**config.mk**
```make
export PLATFORM = sky130hd
export DESIGN_NAME = cv32e40s_rf_scoreboard
export DESIGN_NICKNAME = d
export VERILOG_FILES = /design/src/rtl/cv32e40s_rf_scoreboard_pkg.sv /design/src/rtl/cv32e40s_rf_scoreboard_entry.sv /design/src/rtl/cv32e40s_rf_scoreboard.sv
export SDC_FILE = /design/constraint.sdc
export NUM_CORES = 1
export LEC_CHECK = 0
export ABC_AREA = 1
export BUFFER_PORTS_ARGS = -buffer_cell sky130_fd_sc_hd__buf_2
export CAP_MARGIN = 0
export CORE_MARGIN = 2
export CORE_UTILIZATION = 30
export CTS_CLUSTER_SIZE = 20
export DETAILED_ROUTE_END_ITERATION = 16
export GPL_TIMING_DRIVEN = 0
export PLACE_DENSITY_LB_ADDON = 0.12
export SLEW_MARGIN = 20
export SYNTH_ARGS = -nofsm -noshare
export SYNTH_HDL_FRONTEND = slang
export SYNTH_SLANG_ARGS = --single-unit
```
**constraint.sdc**
```tcl
create_clock -name clk -period 4.05 [get_ports clk]
set_input_delay 0.405 -clock clk [delete_from_list [all_inputs] [get_ports clk]]
set_output_delay 0.405 -clock clk [all_outputs]
set_load 0.02 [all_outputs]
```
**src/rtl/cv32e40s_rf_scoreboard_pkg.sv**
```systemverilog
// Shared types for the register-file write scoreboard: per-entry state encoding
// and a small helper used wherever "live" has to be decided.
package cv32e40s_rf_scoreboard_pkg;

  typedef enum logic [1:0] {
    SB_FREE      = 2'd0,
    SB_ISSUED    = 2'd1,
    SB_COMMITTED = 2'd2
  } sb_state_e;

  function automatic logic sb_is_live(sb_state_e s);
    return (s == SB_ISSUED) || (s == SB_COMMITTED);
  endfunction

endpackage

```
**src/rtl/cv32e40s_rf_scoreboard_entry.sv**
```systemverilog
// One scoreboard slot: FREE/ISSUED/COMMITTED state plus the id and rd it tracks,
// with live-qualified id and register compares for the top-level OR trees.
module cv32e40s_rf_scoreboard_entry
  import cv32e40s_rf_scoreboard_pkg::*;
#(
  parameter int unsigned NUM_PORTS  = 2,
  parameter int unsigned ID_WIDTH   = 4,
  parameter int unsigned ADDR_WIDTH = 5
) (
  input  logic                            clk,
  input  logic                            rst,
  input  logic                            alloc_i,
  input  logic [ID_WIDTH-1:0]             issue_id_i,
  input  logic [ADDR_WIDTH-1:0]           issue_rd_i,
  input  logic                            commit_i,
  input  logic                            kill_i,
  input  logic                            result_i,
  input  logic [ID_WIDTH-1:0]             commit_id_i,
  input  logic [ID_WIDTH-1:0]             result_id_i,
  input  logic [NUM_PORTS*ADDR_WIDTH-1:0] raddr_i,
  input  logic [ADDR_WIDTH-1:0]           rd_i,
  output logic                            live_o,
  output logic                            issued_o,
  output logic                            committed_o,
  output logic                            issue_id_match_o,
  output logic                            commit_id_match_o,
  output logic                            result_id_match_o,
  output logic [NUM_PORTS-1:0]            raddr_match_o,
  output logic                            rd_match_o
);

  typedef struct packed {
    sb_state_e             state;
    logic [ID_WIDTH-1:0]   id;
    logic [ADDR_WIDTH-1:0] rd;
  } sb_entry_t;

  sb_entry_t entry_q, entry_d;

  // The top only asserts commit_i/result_i when the event is legal for this slot,
  // so the FSM here never has to second-guess the request.
  always_comb begin
    entry_d = entry_q;
    case (entry_q.state)
      SB_FREE: begin
        if (alloc_i) begin
          entry_d.state = SB_ISSUED;
          entry_d.id    = issue_id_i;
          entry_d.rd    = issue_rd_i;
        end
      end
      SB_ISSUED: begin
        if (commit_i) begin
          entry_d.state = (kill_i || result_i) ? SB_FREE : SB_COMMITTED;
        end
      end
      SB_COMMITTED: begin
        if (result_i) begin
          entry_d.state = SB_FREE;
        end
      end
      default: entry_d.state = SB_FREE;
    endcase
  end

  always_ff @(posedge clk or posedge rst) begin
    if (rst) begin
      entry_q <= '0;
    end else begin
      entry_q <= entry_d;
    end
  end

  assign live_o            = sb_is_live(entry_q.state);
  assign issued_o          = (entry_q.state == SB_ISSUED);
  assign committed_o       = (entry_q.state == SB_COMMITTED);
  assign issue_id_match_o  = live_o && (entry_q.id == issue_id_i);
  assign commit_id_match_o = live_o && (entry_q.id == commit_id_i);
  assign result_id_match_o = live_o && (entry_q.id == result_id_i);
  assign rd_match_o        = live_o && (entry_q.rd == rd_i);

  for (genvar p = 0; p < NUM_PORTS; p++) begin : g_port
    assign raddr_match_o[p] = live_o && (entry_q.rd == raddr_i[p*ADDR_WIDTH +: ADDR_WIDTH]);
  end

endmodule

```
**src/rtl/cv32e40s_rf_scoreboard.sv**
```systemverilog
// Tracks in-flight register writes by id and raises RAW/WAW stalls for the ID stage.
// Define CV32E40S_SCOREBOARD_FWD_EN to let a same-cycle result hide its entry from the stalls.
module cv32e40s_rf_scoreboard
  import cv32e40s_rf_scoreboard_pkg::*;
#(
  parameter int unsigned REGFILE_NUM_READ_PORTS = 2,
  parameter int unsigned DEPTH                  = 4,
  parameter int unsigned ID_WIDTH               = 4,
  parameter int unsigned ADDR_WIDTH             = 5
) (
  input  logic                                         clk,
  input  logic                                         rst,
  input  logic                                         issue_valid_i,
  output logic                                         issue_ready_o,
  input  logic [ID_WIDTH-1:0]                          issue_id_i,
  input  logic [ADDR_WIDTH-1:0]                        issue_rd_i,
  input  logic                                         commit_valid_i,
  input  logic [ID_WIDTH-1:0]                          commit_id_i,
  input  logic                                         commit_kill_i,
  input  logic                                         result_valid_i,
  input  logic [ID_WIDTH-1:0]                          result_id_i,
  input  logic [REGFILE_NUM_READ_PORTS-1:0]            rf_re_id_i,
  input  logic [REGFILE_NUM_READ_PORTS*ADDR_WIDTH-1:0] rf_raddr_id_i,
  input  logic                                         rf_we_id_i,
  input  logic [ADDR_WIDTH-1:0]                        rd_id_i,
  output logic [REGFILE_NUM_READ_PORTS-1:0]            stall_raw_o,
  output logic                                         stall_waw_o,
  output logic [$clog2(DEPTH+1)-1:0]                   count_o,
  output logic                                         busy_o,
  output logic                                         proto_err_o
);

  localparam int unsigned CNT_W = $clog2(DEPTH+1);

  logic [DEPTH-1:0] live, issued, committed;
  logic [DEPTH-1:0] issue_hit, commit_hit, result_hit, waw_hit;
  logic [DEPTH-1:0] alloc_oh, alloc_sel, commit_en, result_en, free_en, hazard_en;
  logic [REGFILE_NUM_READ_PORTS-1:0] raw_hit [DEPTH];

  logic             issue_dup, issue_err, alloc, commit_err, result_err, alloc_found;
  logic [CNT_W-1:0] count_q, count_d, free_cnt;
  logic             proto_err_q, proto_err_d;

  assign issue_ready_o = (count_q < CNT_W'(DEPTH));

  assign issue_dup = |issue_hit;
  assign issue_err = issue_valid_i && (!issue_ready_o || issue_dup);
  assign alloc     = issue_valid_i && issue_ready_o && !issue_dup && (issue_rd_i != '0);

  always_comb begin
    alloc_oh    = '0;
    alloc_found = 1'b0;
    for (int unsigned e = 0; e < DEPTH; e++) begin
      if (!live[e] && !alloc_found) begin
        alloc_oh[e] = 1'b1;
        alloc_found = 1'b1;
      end
    end
  end

  assign alloc_sel = {DEPTH{alloc}} & alloc_oh;

  assign commit_en  = {DEPTH{commit_valid_i}} & commit_hit;
  assign commit_err = commit_valid_i && !(|commit_hit);

  // A result is legal on a COMMITTED entry, or on an ISSUED one committed (not killed) this cycle.
  assign result_en  = {DEPTH{result_valid_i}} & result_hit &
                      (committed | (issued & commit_en & {DEPTH{!commit_kill_i}}));
  assign result_err = result_valid_i && !(|result_en);

  assign free_en = (issued & commit_en & ({DEPTH{commit_kill_i}} | result_en)) |
                   (committed & result_en);

  for (genvar e = 0; e < DEPTH; e++) begin : g_entry
    cv32e40s_rf_scoreboard_entry #(
      .NUM_PORTS  (REGFILE_NUM_READ_PORTS),
      .ID_WIDTH   (ID_WIDTH),
      .ADDR_WIDTH (ADDR_WIDTH)
    ) u_entry (
      .clk               (clk),
      .rst               (rst),
      .alloc_i           (alloc_sel[e]),
      .issue_id_i        (issue_id_i),
      .issue_rd_i        (issue_rd_i),
      .commit_i          (commit_en[e]),
      .kill_i            (commit_kill_i),
      .result_i          (result_en[e]),
      .commit_id_i       (commit_id_i),
      .result_id_i       (result_id_i),
      .raddr_i           (rf_raddr_id_i),
      .rd_i              (rd_id_i),
      .live_o            (live[e]),
      .issued_o          (issued[e]),
      .committed_o       (committed[e]),
      .issue_id_match_o  (issue_hit[e]),
      .commit_id_match_o (commit_hit[e]),
      .result_id_match_o (result_hit[e]),
      .raddr_match_o     (raw_hit[e]),
      .rd_match_o        (waw_hit[e])
    );
  end

  always_comb begin
    free_cnt = '0;
    for (int unsigned e = 0; e < DEPTH; e++) begin
      free_cnt = free_cnt + CNT_W'(free_en[e]);
    end
  end

  // Alloc only happens below DEPTH and frees only hit live entries, so this cannot wrap.
  assign count_d     = count_q + CNT_W'(alloc) - free_cnt;
  assign proto_err_d = proto_err_q || issue_err || commit_err || result_err;

  always_ff @(posedge clk or posedge rst) begin
    if (rst) begin
      count_q     <= '0;
      proto_err_q <= 1'b0;
    end else begin
      count_q     <= count_d;
      proto_err_q <= proto_err_d;
    end
  end

`ifdef CV32E40S_SCOREBOARD_FWD_EN
  assign hazard_en = ~(committed & result_hit & {DEPTH{result_valid_i}});
`else
  assign hazard_en = '1;
`endif

  always_comb begin
    stall_raw_o = '0;
    for (int unsigned p = 0; p < REGFILE_NUM_READ_PORTS; p++) begin
      for (int unsigned e = 0; e < DEPTH; e++) begin
        stall_raw_o[p] = stall_raw_o[p] | (raw_hit[e][p] & hazard_en[e]);
      end
      stall_raw_o[p] = stall_raw_o[p] & rf_re_id_i[p] &
                       (rf_raddr_id_i[p*ADDR_WIDTH +: ADDR_WIDTH] != '0);
    end
  end

  assign stall_waw_o = rf_we_id_i && (rd_id_i != '0) && (|(waw_hit & hazard_en));

  assign count_o     = count_q;
  assign busy_o      = (count_q != '0);
  assign proto_err_o = proto_err_q;

endmodule

```
==> results by group <==
Layout
  – Area delta synth->final: 15.2%
  – Layout net count: 712
  – Commonest non-fill, non-tap cells in the layout: nand2_1, inv_1, nor2_1
  – Most common cell after layout, fill and taps aside: nand2_1
  – Antenna diodes: 0
  – Fillers: 1,481
  – FF/Latch Area: 1200 µm²
  – Final instance area: 4700 µm²
  – Share of cells above drive strength 1: 0.124
  – Multi-input gate area: 2480 µm²
  – Non-Filler Instances: 831

STA
  – Post-layout min period: 3.49 ns
  – Final setup fails: 0
  – RSZ-0062 raised after global routing: no
  – Rel. slew slack: 0.561
  – Fmax: 0.287 GHz
  – Final setup margin: 0.561 ns
  – Tcrit/Tclk final: 0.861
  – Hold_ws: 0.170 ns
  – Total negative setup slack: 0 ns
  – Worst Skew: 0.00749 ns
  – Final hold vios: 0
  – Worst-Margin Slew: 0.658 ns
  – Pins Over Slew Limit: 0

Placed design
  – Pre-CTS WS: 0.575 ns
  – DP Cell Count: 823
  – Gpl congestion: 0.875
  – Area post-placement: 4520 µm²
  – DP Wirelength: 10,900 µm
  – I/O Buffers: 44

Setup path
  – Critical path class: reg2reg
  – Crit Path Max Fanout: 6
  – Reg-to-reg endpoint: count_o[2]
  – Critical Path RT: 4.25 ns
  – CP startpoint: g_entry[2].u_entry.entry_q[9]
  – Crit. End Element: flip-flop
  – CP endpoint: count_o[2]
  – Reg2reg setup slack: 0.56 ns
  – Cell count of the worst reg-to-reg path: 15
  – RR Startpoint: g_entry[2].u_entry.entry_q[9]
  – CP Launch Type: flip-flop
  – Arr. time, crit path: 3.69 ns

Yosys
  – Most used DFF post-synth: dfrtp_1
  – Post-synthesis cell area: 4080 µm²
  – Post-synth cell types: 32
  – Syn avg cell area: 6.76 µm²
  – Post-synth net total: 661
  – Post-Syn Instances: 603
  – Number of flops mapped to enable cells by yosys: 0
  – Seq cells post-synth: 48
  – Fraction of registers with async set/reset: 1.00
  – Post-synthesis sequential area ratio: 0.295
  – Ys Warns: 0

Clock tree
  – Cts hold-fix bufs: 0
  – CTS H-tree depth: 2
  – CTS tree: built
  – Root Buffer: clkbuf_16
  – Insertion delay of the later-clocked pin in the worst-skew pair: 0.31 ns
  – Buffer depth of the longest clock path: 2
  – Num CTS Buffers: 5
  – CTS resizes: 0
  – # Post-CTS Setup Buffers: 0
  – Num Clock Sinks: 48
  – Worst-path clk slew: 0.07 ns

Route
  – Vias per inst: 4.91
  – First-pass DRT Iterations: 5
  – Routed WL: 13,600 µm
  – DR vias: 4,084
  – Wire per inst: 16.3 µm
  – Final ANT Viol Nets: 0
  – DRT iter0 DRCs: 302
  – DRC viols: 0

Power
  – Leakage: 2.28 nW
  – PD cells: 629 nW/µm²
  – Max IR drop VDD: 0.000179 V

Floorplan
  – Num rows: 42
  – Io pins: 50
  – Die W: 121 µm
  – Starting density of the core: 0.308
  – Die height: 121 µm
  – Core area: 13,200 µm²
  – Die area: 14,500 µm²

Status
  – Outcome: complete, no violations

Hold path
  – Min-Delay Path Class: in2async

GRT
  – First-pass GRT wire length: 22,100 µm
  – GRT Overall Usage: 0.198
  – Initial antenna violation count: 0
  – Total gr overflow: 0
  – Vias in the first global route: 3,965
  – Largest net degree at the start of global routing: 49

Flow run
  – Maxcap violations: 0
routing by layer:
metal | GRT usage | part of all wire
met2 | 0.310 | 0.45
met3 | 0.0358 | 0.048
met5 | 0 | 0
met1 | 0.284 | 0.49
met4 | 0.0443 | 0.010
kinds of logic after synthesis:
kind of cell	share of synthesized area
fa+ha+maj	0.0577
compound gates	0.176
flops	0.295
buf+inv	0.0967
xor+xnor	0.0494
simple gates	0.325
through the flow:
step,utilization,power [mW]
6_report,0.355,2.96
5_1_grt,0.355,3.22
4_1_cts,0.355,2.97
3_5_place_dp,0.341,2.44
3_3_place_gp,0.341,2.42
2_1_floorplan,-,1.99
registers in the layout, indices dropped and copies added, names as in the netlist:
| register | cells |
|---|---|
| proto_err_o | 1 |
| g_entry.u_entry.entry_q | 44 |
| count_o | 3 |
power breakdown:
part,internal (mW),leakage [nW],switching [mW]
registers,0.673,0.623,0.287
clock network,0.310,0.0871,0.213
logic,0.551,1.57,0.922
worst min path at each step:
stage,to,slack [ns],depth (start not counted)
floorplan,g_entry[0].u_entry.entry_q[9],0.47,2
global placement,proto_err_o,0.46,2
detailed placement,proto_err_o,0.47,2
CTS,g_entry[2].u_entry.entry_q[9],0.21,2
global route,g_entry[2].u_entry.entry_q[9],0.25,2
finish,g_entry[2].u_entry.entry_q[9],0.17,2
cell usage after synthesis (2+ instances only):
master | count | area [µm²]
nand2_2 | 2 | 12.5
buf_6 | 4 | 45.0
xnor2_1 | 16 | 140
o21ai_1 | 31 | 155
o21ai_0 | 21 | 105
nand4_1 | 18 | 113
clkbuf_1 | 5 | 18.8
o21ai_2 | 7 | 61.3
nor3_1 | 3 | 15.0
inv_2 | 6 | 22.5
o22ai_1 | 17 | 106
nand3_1 | 36 | 180
fa_1 | 3 | 60.1
a21oi_1 | 25 | 125
a221oi_1 | 13 | 114
o211ai_1 | 3 | 22.5
dfrtp_1 | 48 | 1200
xor2_1 | 7 | 61.3
nor2_1 | 55 | 206
nand2_1 | 172 | 646
ha_1 | 14 | 175
nor2_8 | 2 | 40.0
inv_1 | 82 | 308
o31ai_1 | 2 | 15.0
nand3_4 | 4 | 70.1
final cells by class:
type / count / share of cell area
Buffer: 9 / 0.0136
Clock buffer: 6 / 0.0296
Clock inverter: 2 / 0.00826
Inverter: 88 / 0.0708
Multi-Input combinational cell: 458 / 0.528
Sequential cell: 48 / 0.256
Tap cell: 176 / 0.0469
Timing Repair Buffer: 44 / 0.0469
worst max-delay path, stage by stage, from the launching register on:
cell and delay [ns]:
dfrtp_1 0.38, inv_1 0.07, ha_1 0.46, o21ai_0 0.14, nor2_1 0.13, nand3_1 0.14
nor2_1 0.25, nand3_1 0.10, nand3_1 0.11, o21ai_0 0.14, fa_1 0.55, ha_1 0.14
inv_1 0.05, fa_1 0.43, xor2_1 0.16, xnor2_1 0.12
No activity file was read; power rests on OpenSTA's default activity.
